[src/rtl/dot_led_vdma_pkg.sv]
// Shared register map, bit positions and response codes for the dot-LED VDMA control slave.
package dot_led_vdma_pkg;

  typedef enum logic [2:0] {
    SlotCtrl     = 3'd0,
    SlotFbBase   = 3'd1,
    SlotScratch  = 3'd2,
    SlotStatus   = 3'd3,
    SlotFrameCnt = 3'd4
  } reg_slot_e;

  localparam int unsigned CtrlEn     = 0;
  localparam int unsigned CtrlStart  = 1;
  localparam int unsigned CtrlIeDone = 2;
  localparam int unsigned CtrlIeErr  = 3;

  localparam int unsigned StatBusy = 0;
  localparam int unsigned StatDone = 1;
  localparam int unsigned StatErr  = 2;

  localparam logic [1:0] RESP_OKAY   = 2'b00;
  localparam logic [1:0] RESP_SLVERR = 2'b10;

  function automatic logic [31:0] apply_wstrb(input logic [31:0] old_val,
                                              input logic [31:0] new_val,
                                              input logic [3:0]  strb);
    logic [31:0] res;
    res = old_val;
    for (int i = 0; i < 4; i++) begin
      if (strb[i]) res[8*i +: 8] = new_val[8*i +: 8];
    end
    return res;
  endfunction

endpackage

[src/rtl/dot_led_vdma_ctrl_regs.sv]
// AXI4-Lite register file controlling the dot-LED VDMA read engine: CTRL, FB_BASE, SCRATCH,
// sticky STATUS with level interrupt, and a free-running completed-frame counter.
module dot_led_vdma_ctrl_regs
  import dot_led_vdma_pkg::*;
#(
  parameter int C_S_AXI_DATA_WIDTH = 32,
  parameter int C_S_AXI_ADDR_WIDTH = 5,
  parameter int C_FRAME_CNT_WIDTH  = 16
) (
  input  logic                            S_AXI_ACLK,
  input  logic                            S_AXI_ARESETN,
  input  logic [C_S_AXI_ADDR_WIDTH-1:0]   S_AXI_AWADDR,
  input  logic [2:0]                      S_AXI_AWPROT,
  input  logic                            S_AXI_AWVALID,
  output logic                            S_AXI_AWREADY,
  input  logic [C_S_AXI_DATA_WIDTH-1:0]   S_AXI_WDATA,
  input  logic [C_S_AXI_DATA_WIDTH/8-1:0] S_AXI_WSTRB,
  input  logic                            S_AXI_WVALID,
  output logic                            S_AXI_WREADY,
  output logic [1:0]                      S_AXI_BRESP,
  output logic                            S_AXI_BVALID,
  input  logic                            S_AXI_BREADY,
  input  logic [C_S_AXI_ADDR_WIDTH-1:0]   S_AXI_ARADDR,
  input  logic [2:0]                      S_AXI_ARPROT,
  input  logic                            S_AXI_ARVALID,
  output logic                            S_AXI_ARREADY,
  output logic [C_S_AXI_DATA_WIDTH-1:0]   S_AXI_RDATA,
  output logic [1:0]                      S_AXI_RRESP,
  output logic                            S_AXI_RVALID,
  input  logic                            S_AXI_RREADY,
  output logic                            enable_o,
  output logic                            start_o,
  output logic [31:0]                     fb_base_o,
  input  logic                            busy_i,
  input  logic                            frame_done_i,
  input  logic                            dma_error_i,
  output logic                            irq_o
);

  // Keeps all READYs low while reset is asserted and for the first edge after release.
  logic        rst_done_q;

  logic        aw_held_q, w_held_q;
  logic [2:0]  wslot_q;
  logic [31:0] wdata_q;
  logic [3:0]  wstrb_q;
  logic        bvalid_q;
  logic [1:0]  bresp_q;

  logic        rvalid_q;
  logic [1:0]  rresp_q;
  logic [31:0] rdata_q;

  logic        en_q, ie_done_q, ie_err_q, start_q;
  logic [31:0] fb_base_q, scratch_q;
  logic        done_q, err_q, irq_q;
  logic [C_FRAME_CNT_WIDTH-1:0] frame_cnt_q;

  logic        aw_hs, w_hs, ar_hs, wr_commit, wr_ok;
  logic        wr_ctrl, wr_fb, wr_scratch, wr_status;
  logic        clr_done, clr_err;
  logic [31:0] ctrl_rd, status_rd, rd_val;
  logic [1:0]  rd_resp;

  assign S_AXI_AWREADY = rst_done_q & ~aw_held_q & ~bvalid_q;
  assign S_AXI_WREADY  = rst_done_q & ~w_held_q & ~bvalid_q;
  assign S_AXI_ARREADY = rst_done_q & ~rvalid_q;
  assign S_AXI_BVALID  = bvalid_q;
  assign S_AXI_BRESP   = bresp_q;
  assign S_AXI_RVALID  = rvalid_q;
  assign S_AXI_RRESP   = rresp_q;
  assign S_AXI_RDATA   = rdata_q;

  assign aw_hs     = S_AXI_AWVALID & S_AXI_AWREADY;
  assign w_hs      = S_AXI_WVALID & S_AXI_WREADY;
  assign ar_hs     = S_AXI_ARVALID & S_AXI_ARREADY;
  assign wr_commit = aw_held_q & w_held_q;

  assign wr_ctrl    = wr_commit && (wslot_q == SlotCtrl);
  assign wr_fb      = wr_commit && (wslot_q == SlotFbBase);
  assign wr_scratch = wr_commit && (wslot_q == SlotScratch);
  assign wr_status  = wr_commit && (wslot_q == SlotStatus);
  assign wr_ok      = wr_ctrl | wr_fb | wr_scratch | wr_status;

  assign clr_done = wr_status & wstrb_q[0] & wdata_q[StatDone];
  assign clr_err  = wr_status & wstrb_q[0] & wdata_q[StatErr];

  assign ctrl_rd   = {28'd0, ie_err_q, ie_done_q, 1'b0, en_q};
  assign status_rd = {29'd0, err_q, done_q, busy_i};

  assign enable_o  = en_q;
  assign start_o   = start_q;
  assign fb_base_o = {fb_base_q[31:2], 2'b00};
  assign irq_o     = irq_q;

  logic unused_inputs;
  assign unused_inputs = ^{S_AXI_AWPROT, S_AXI_ARPROT, S_AXI_AWADDR[1:0], S_AXI_ARADDR[1:0]};

  always_ff @(posedge S_AXI_ACLK or negedge S_AXI_ARESETN) begin
    if (!S_AXI_ARESETN) begin
      rst_done_q <= 1'b0;
      aw_held_q  <= 1'b0;
      w_held_q   <= 1'b0;
      wslot_q    <= '0;
      wdata_q    <= '0;
      wstrb_q    <= '0;
      bvalid_q   <= 1'b0;
      bresp_q    <= RESP_OKAY;
    end else begin
      rst_done_q <= 1'b1;
      if (aw_hs) begin
        aw_held_q <= 1'b1;
        wslot_q   <= S_AXI_AWADDR[4:2];
      end else if (wr_commit) begin
        aw_held_q <= 1'b0;
      end
      if (w_hs) begin
        w_held_q <= 1'b1;
        wdata_q  <= S_AXI_WDATA;
        wstrb_q  <= S_AXI_WSTRB;
      end else if (wr_commit) begin
        w_held_q <= 1'b0;
      end
      if (wr_commit) begin
        bvalid_q <= 1'b1;
        bresp_q  <= wr_ok ? RESP_OKAY : RESP_SLVERR;
      end else if (bvalid_q && S_AXI_BREADY) begin
        bvalid_q <= 1'b0;
      end
    end
  end

  always_comb begin
    rd_val  = '0;
    rd_resp = RESP_OKAY;
    case (S_AXI_ARADDR[4:2])
      SlotCtrl:     rd_val = ctrl_rd;
      SlotFbBase:   rd_val = fb_base_q;
      SlotScratch:  rd_val = scratch_q;
      SlotStatus:   rd_val = status_rd;
      SlotFrameCnt: rd_val = 32'(frame_cnt_q);
      default:      rd_resp = RESP_SLVERR;
    endcase
  end

  always_ff @(posedge S_AXI_ACLK or negedge S_AXI_ARESETN) begin
    if (!S_AXI_ARESETN) begin
      rvalid_q <= 1'b0;
      rresp_q  <= RESP_OKAY;
      rdata_q  <= '0;
    end else if (ar_hs) begin
      rvalid_q <= 1'b1;
      rresp_q  <= rd_resp;
      rdata_q  <= rd_val;
    end else if (rvalid_q && S_AXI_RREADY) begin
      rvalid_q <= 1'b0;
    end
  end

  always_ff @(posedge S_AXI_ACLK or negedge S_AXI_ARESETN) begin
    if (!S_AXI_ARESETN) begin
      en_q        <= 1'b0;
      ie_done_q   <= 1'b0;
      ie_err_q    <= 1'b0;
      start_q     <= 1'b0;
      fb_base_q   <= '0;
      scratch_q   <= '0;
      done_q      <= 1'b0;
      err_q       <= 1'b0;
      frame_cnt_q <= '0;
      irq_q       <= 1'b0;
    end else begin
      if (wr_ctrl && wstrb_q[0]) begin
        en_q      <= wdata_q[CtrlEn];
        ie_done_q <= wdata_q[CtrlIeDone];
        ie_err_q  <= wdata_q[CtrlIeErr];
      end
      start_q <= wr_ctrl & wstrb_q[0] & wdata_q[CtrlStart];
      if (wr_fb)      fb_base_q <= apply_wstrb(fb_base_q, wdata_q, wstrb_q);
      if (wr_scratch) scratch_q <= apply_wstrb(scratch_q, wdata_q, wstrb_q);
      // A same-edge event pulse beats the W1C clear so no event is lost.
      done_q <= frame_done_i | (done_q & ~clr_done);
      err_q  <= dma_error_i | (err_q & ~clr_err);
      if (frame_done_i) frame_cnt_q <= frame_cnt_q + 1'b1;
      irq_q <= (done_q & ie_done_q) | (err_q & ie_err_q);
    end
  end

endmodule
[config.mk]
export PLATFORM = sky130hd
export DESIGN_NAME = dot_led_vdma_ctrl_regs
export DESIGN_NICKNAME = d
export VERILOG_FILES = /design/src/rtl/dot_led_vdma_pkg.sv /design/src/rtl/dot_led_vdma_ctrl_regs.sv
export SDC_FILE = /design/constraint.sdc
export NUM_CORES = 1
export LEC_CHECK = 0
export CAP_MARGIN = 15
export CORE_MARGIN = 2
export CORE_UTILIZATION = 50
export DETAILED_ROUTE_END_ITERATION = 10
export GPL_TIMING_DRIVEN = 0
export PLACE_DENSITY = 0.78
export SYNTH_ARGS = -nofsm -noshare
export SYNTH_HDL_FRONTEND = slang
export SYNTH_SLANG_ARGS = --single-unit
[constraint.sdc]
create_clock -name S_AXI_ACLK -period 1.7 [get_ports S_AXI_ACLK]
set_input_delay 0.34 -clock S_AXI_ACLK [delete_from_list [all_inputs] [get_ports S_AXI_ACLK]]
set_output_delay 0.34 -clock S_AXI_ACLK [all_outputs]
set_load 0.02 [all_outputs]
# Word level (Yosys, flattened, before mapping)
# Cells that the tools add are included.
dict set report word_totals {
  out_inout_bits 76
  wordCells 97
  ff_bits 167
  in_bits 62
}
dict set report op_classes {
  n_mux 10
  addsub 1
  n_bitwise 30
  reduce_logical 22
  eq_ne 7
}
# operator count
set ops {}
lappend ops {{$pmux 32 s5} 1}
lappend ops {{$and 1x1->1} 18}
lappend ops {{$add 16x1->16 const B} 1}
lappend ops {{$reduce_and 2->1} 8}
lappend ops {{$eq 3x2->1 const B} 4}
lappend ops {{$reduce_bool 2->1} 4}
lappend ops {{$logic_and 1x1->1} 7}
lappend ops {{$mux 1} 7}
lappend ops {{$eq 3x1->1 const B} 2}
lappend ops {{$logic_not 3->1} 2}
lappend ops {{$not 1->1} 6}
lappend ops {{$or 1x1->1} 6}
lappend ops {{$reduce_or 5->1} 1}
lappend ops {{$mux 2} 2}
lappend ops {{$eq 3x3->1 const B} 1}

# Longest topological paths before layout
dict set report logic_depth {
  depth_word 7
  depth_mapped 7
  depth_no_buf 5
}

# Worst setup path after synthesis
# OpenSTA, ideal clock, no wires.
dict set report synth_path {
  path_type {register -> register}
  startpoint {register bvalid_q (netlist: S_AXI_BVALID)}
  endpoint {register wdata_q[10]}
  setup_ns 0.125
  setup_slack_ns -0.191
  arrival_ns 1.766
  period_less_slack_ns 1.891
  required_ns 1.575
  path_stages_with_launch 7
  path_buffers 2
  cell_sequence {dfrtp_1 nand2b_1 nor2_1 and2_1 buf_4 buf_4 mux2_2}
}
dict set report synth_via {
  elab_chain_len 3
}
# element line_no
set synth_lines {}
lappend synth_lines {{start: declaration} dot_led_vdma_ctrl_regs.sv:47} ;# logic bvalid_q;
lappend synth_lines {{start signal: assignment} dot_led_vdma_ctrl_regs.sv:107} ;# bvalid_q <= 1'b0;
lappend synth_lines {{start signal: assignment} dot_led_vdma_ctrl_regs.sv:125} ;# bvalid_q <= 1'b1;
lappend synth_lines {{start signal: assignment} dot_led_vdma_ctrl_regs.sv:128} ;# bvalid_q <= 1'b0;
lappend synth_lines {{$not 1->1} dot_led_vdma_ctrl_regs.sv:66} ;# assign S_AXI_WREADY = rst_done_q & ~w_held_q & ~bvalid_q;
lappend synth_lines {{$and 1x1->1} dot_led_vdma_ctrl_regs.sv:66}
lappend synth_lines {{named net S_AXI_WREADY} dot_led_vdma_ctrl_regs.sv:19} ;# output logic S_AXI_WREADY,
lappend synth_lines {{$and 1x1->1} dot_led_vdma_ctrl_regs.sv:75} ;# assign w_hs = S_AXI_WVALID & S_AXI_WREADY;
lappend synth_lines {{end signal: assignment} dot_led_vdma_ctrl_regs.sv:105} ;# wdata_q <= '0;
lappend synth_lines {{end signal: assignment} dot_led_vdma_ctrl_regs.sv:119} ;# wdata_q <= S_AXI_WDATA;
lappend synth_lines {{end: declaration} dot_led_vdma_ctrl_regs.sv:45} ;# logic [31:0] wdata_q;
# The timed path passes the listed nets, and every way through them passes these cells.
# A chain may end at the register's enable or synchronous reset.

# Worst setup path in the final report
dict set report layout_path {
  startpoint {input S_AXI_ARADDR[2]}
  endpoint {register rdata_q[13] (netlist: S_AXI_RDATA[13])}
}
dict set report layout_via {
  elab_chain_len 2
  word_cells_on_any_way 6
  classes_between {eq/ne (4); mux (1); reduce/logical (1)}
}
# element line_no
set layout_lines {}
lappend layout_lines {{start: declaration} dot_led_vdma_ctrl_regs.sv:23} ;# input logic [C_S_AXI_ADDR_WIDTH-1:0] S_AXI_ARADDR,
lappend layout_lines {{$eq 3x3->1 (tied with other cells)} dot_led_vdma_ctrl_regs.sv:136} ;# case (S_AXI_ARADDR[4:2])
lappend layout_lines {{$pmux 32 s5 (*)} dot_led_vdma_ctrl_regs.sv:136}
lappend layout_lines {{end signal: assignment} dot_led_vdma_ctrl_regs.sv:154} ;# rdata_q <= rd_val;
lappend layout_lines {{end: declaration} dot_led_vdma_ctrl_regs.sv:52} ;# logic [31:0] rdata_q;
# Every way passes the cells marked *; elsewhere a longest branch is shown, timed or not.

==> flow_metrics.tcl <==
set metrics [dict create \
    finalSetupViolCount 3 \
    min_period_ns 1.70 \
    drc 0 \
    netlist_instances 539 \
    io_pins 138 \
    worst_slew_pin_slew_ns 0.615 \
    yosysWarnings 0 \
    async_reset_ff_share_pct 100 \
    die_w_um 123 \
    wl_per_cell_um 18.4 \
    post-route-period-util_pct 100 \
    dp_slack_ns -0.639 \
    synth_cell_types 43 \
    cts.sinks 165 \
    ant_nets 0 \
    clkTransAtPathRegs_ns 0.06 \
    synth_top_cell_area_share_pct 58.4 \
    layout_common_cells "dfrtp_1 (164), mux2_2 (105), dlygate4sd2_1 (67), buf_4 (49), clkdlybuf4s50_1 (48)" \
    grt_pass1_wl_mm 26.2 \
    root_buffer "clkbuf_16" \
    drive_gt1_share_pct 32.2 \
    final_cells 888 \
    place.gp.congestion 0.812 \
    arrival_ns 2.00 \
    max_freq_ghz 0.587 \
    antenna_cells 0 \
    failed_checks "negative setup slack" \
    placedCellCount 845 \
    synth_edf_count 0 \
    netlist_top_cells_area "dfrtp_1 (58%), mux2_2 (17%), buf_4 (4.5%)" \
    avgSynthCellArea_um2 13.1 \
    core_area_um2 13800 \
    ctsHtreeMaxLevel 4 \
    clk_path_buf_depth 2 \
    max_cap_violations 0 \
    cp-start-kind "input pin" \
    grtUsageTotal_pct 22.8 \
    final-max-slew-violation-count 0 \
    start_util_pct 51.1 \
    fillers 1043 \
    num_vias 4780 \
    end_kind "flop" \
    leakage_nw 4.58 \
    cts_tree "built" \
    setup_slack_ns -0.00470 \
    crit_required_ns 1.99 \
    cellPowerDensity_nw_per_um2 1520 \
    vias_per_cell 5.38 \
    holdWs_ns 0.314 \
    grt_pass1_vias 5048 \
    synth.largest_area_cell "dfrtp_1" \
    hp-class "in -> reg" \
    final_core_util_pct 67.2 \
    synth_ff_type "dfrtp_1" \
    grt_max_degree 101 \
    mostFrequentLayoutCell "dfrtp_1" \
    die_area_um2 15100 \
    antenna_found_initial 0 \
    port_buffers 122 \
    cp_max_fo 10 \
    overflow 0 \
    dr.pass1.iters 5 \
    die_h_um 123 \
    num_rows 43 \
    clkLatencyLatePin_ns 0.41 \
    final-hold-violation-count 0 \
    numCtsBuffers 17 \
    wirelength_mm 16.3 \
    worstSetupPathType "in -> reg" \
    max-slew-margin-rel_pct 59.0 \
    ys_ff_latch 165 \
    fin_nets 762 \
    status "complete, but fails checks" \
    area_growth_pct 31.5 \
    seq_area_frac_synth_pct 58.4 \
    drt_iter0_drc 265 \
    vdd_ir_drop_max_mv 0.928 \
    place_hpwl_mm 11.2 \
    synthesis.area_um2 7070 \
    fin_skew_ns 0.00653 \
]
[path summary, 6_finish.rpt]
| check | startpoint | end | slack (ns) | cells past startpoint |
|---|---|---|---|---|
| min reg2reg | S_AXI_RDATA[17] | S_AXI_RDATA[17] | 0.48 | 2 |
| max | S_AXI_ARADDR[2] | S_AXI_RDATA[13] | -0.005 | 8 |
| max reg2reg | wslot_q[2] | scratch_q[5] | 0.05 | 4 |
| max in group asynchronous | S_AXI_ARESETN | S_AXI_BVALID | 0.31 | 3 |
| min | frame_done_i | frame_cnt_q[0] | 0.31 | 2 |
| min in group asynchronous | S_AXI_ARESETN | wdata_q[5] | 0.49 | 2 |
[synthesized netlist by cell type (3+ instances only)]
master	count
a21o_1	3
a21oi_1	3
a22oi_1	32
a2bb2oi_1	12
and2_1	3
buf_2	5
buf_4	42
clkbuf_1	8
dfrtp_1	165
inv_1	6
mux2_1	6
mux2_2	105
nand2_1	37
nand2_4	6
nand2b_1	5
nand3_1	3
nand4_1	8
nor2_1	10
nor2b_1	4
o21a_1	3
o21ai_0	26
o21ai_1	8
xnor2_1	8
xor2_1	7
[layout make-up]
| cell class | instances | area (um^2) | share of cell area, % |
|---|---|---|---|
| plain buffers | 56 | 420 | 4.52 |
| repair buffers | 138 | 1310 | 14.1 |
| multi-input cells | 315 | 2610 | 28.0 |
| clock buffers | 23 | 478 | 5.14 |
| well taps | 180 | 225 | 2.42 |
| clock inverters | 5 | 100 | 1.08 |
| flip-flops and latches | 165 | 4130 | 44.4 |
| inverters | 6 | 22.5 | 0.242 |
[sequential cells by signal (all words and copies together) (netlist names), 3 cells and up]
name,flops
S_AXI_RDATA,32
fb_base_q,32
scratch_q,32
wdata_q,32
frame_cnt_q,16
wstrb_q,4
wslot_q,3
[layer usage]
layer | share of wire [%] | global-route usage [%] | wire length [um] | vias to the layer above
met1 | 42 | 28.8 | 6840 | 2427
met5 | 0 | 0 | 0 | -
met3 | 5.5 | 5.81 | 903 | 14
met4 | 1.0 | 5.75 | 170 | 0
li1 | - | - | - | 2194
met2 | 52 | 39.2 | 8430 | 145
[cell families after synthesis]
logic type,synth area share (%)
muxes,17.8
AOI/OAI and AO/OA,8.76
other,0.106
adders and majority gates,0.177
buffers and inverters,5.61
and+or+nand+nor,7.24
xor gates and xnor gates,1.86
DFF,58.4
[per-stage QoR]
| stage | TNS [ns] | power [W] | instance area (um^2) |
|---|---|---|---|
| floorplan | 0 | 0.00877 | 7100 |
| global placement | -1006.36 | 0.0103 | 8540 |
| detailed placement | -20.75 | 0.0105 | 8570 |
| CTS | -1.25 | 0.0141 | 9110 |
| global route | -0.0345 | 0.0149 | 9290 |
| finish | -0.0106 | 0.0141 | 9290 |
[worst max-delay path: stages]
cell,delay [ns]
clkdlybuf4s50_1,0.55
buf_6,0.15
nor2b_1,0.05
clkbuf_4,0.19
and2b_2,0.25
buf_4,0.19
a2bb2oi_1,0.18
o21ai_1,0.08
[power breakdown]
| group | internal, W | switching (W) |
|---|---|---|
| logic | 0.00221 | 0.00171 |
| clock network | 0.00239 | 0.00143 |
| registers | 0.00525 | 0.00113 |
| total | 0.00985 | 0.00427 |
[repair_timing]
item                                    in CTS  in global routing
endpoints found under the setup margin     137                 88
pin swaps                                    0                  4
hold buffers                                 1                  0
endpoints found under the hold margin       65                  0
resized for setup                           90                 24
setup buffers                                0                 14
Note: power is estimated with default switching activity, not from simulation.
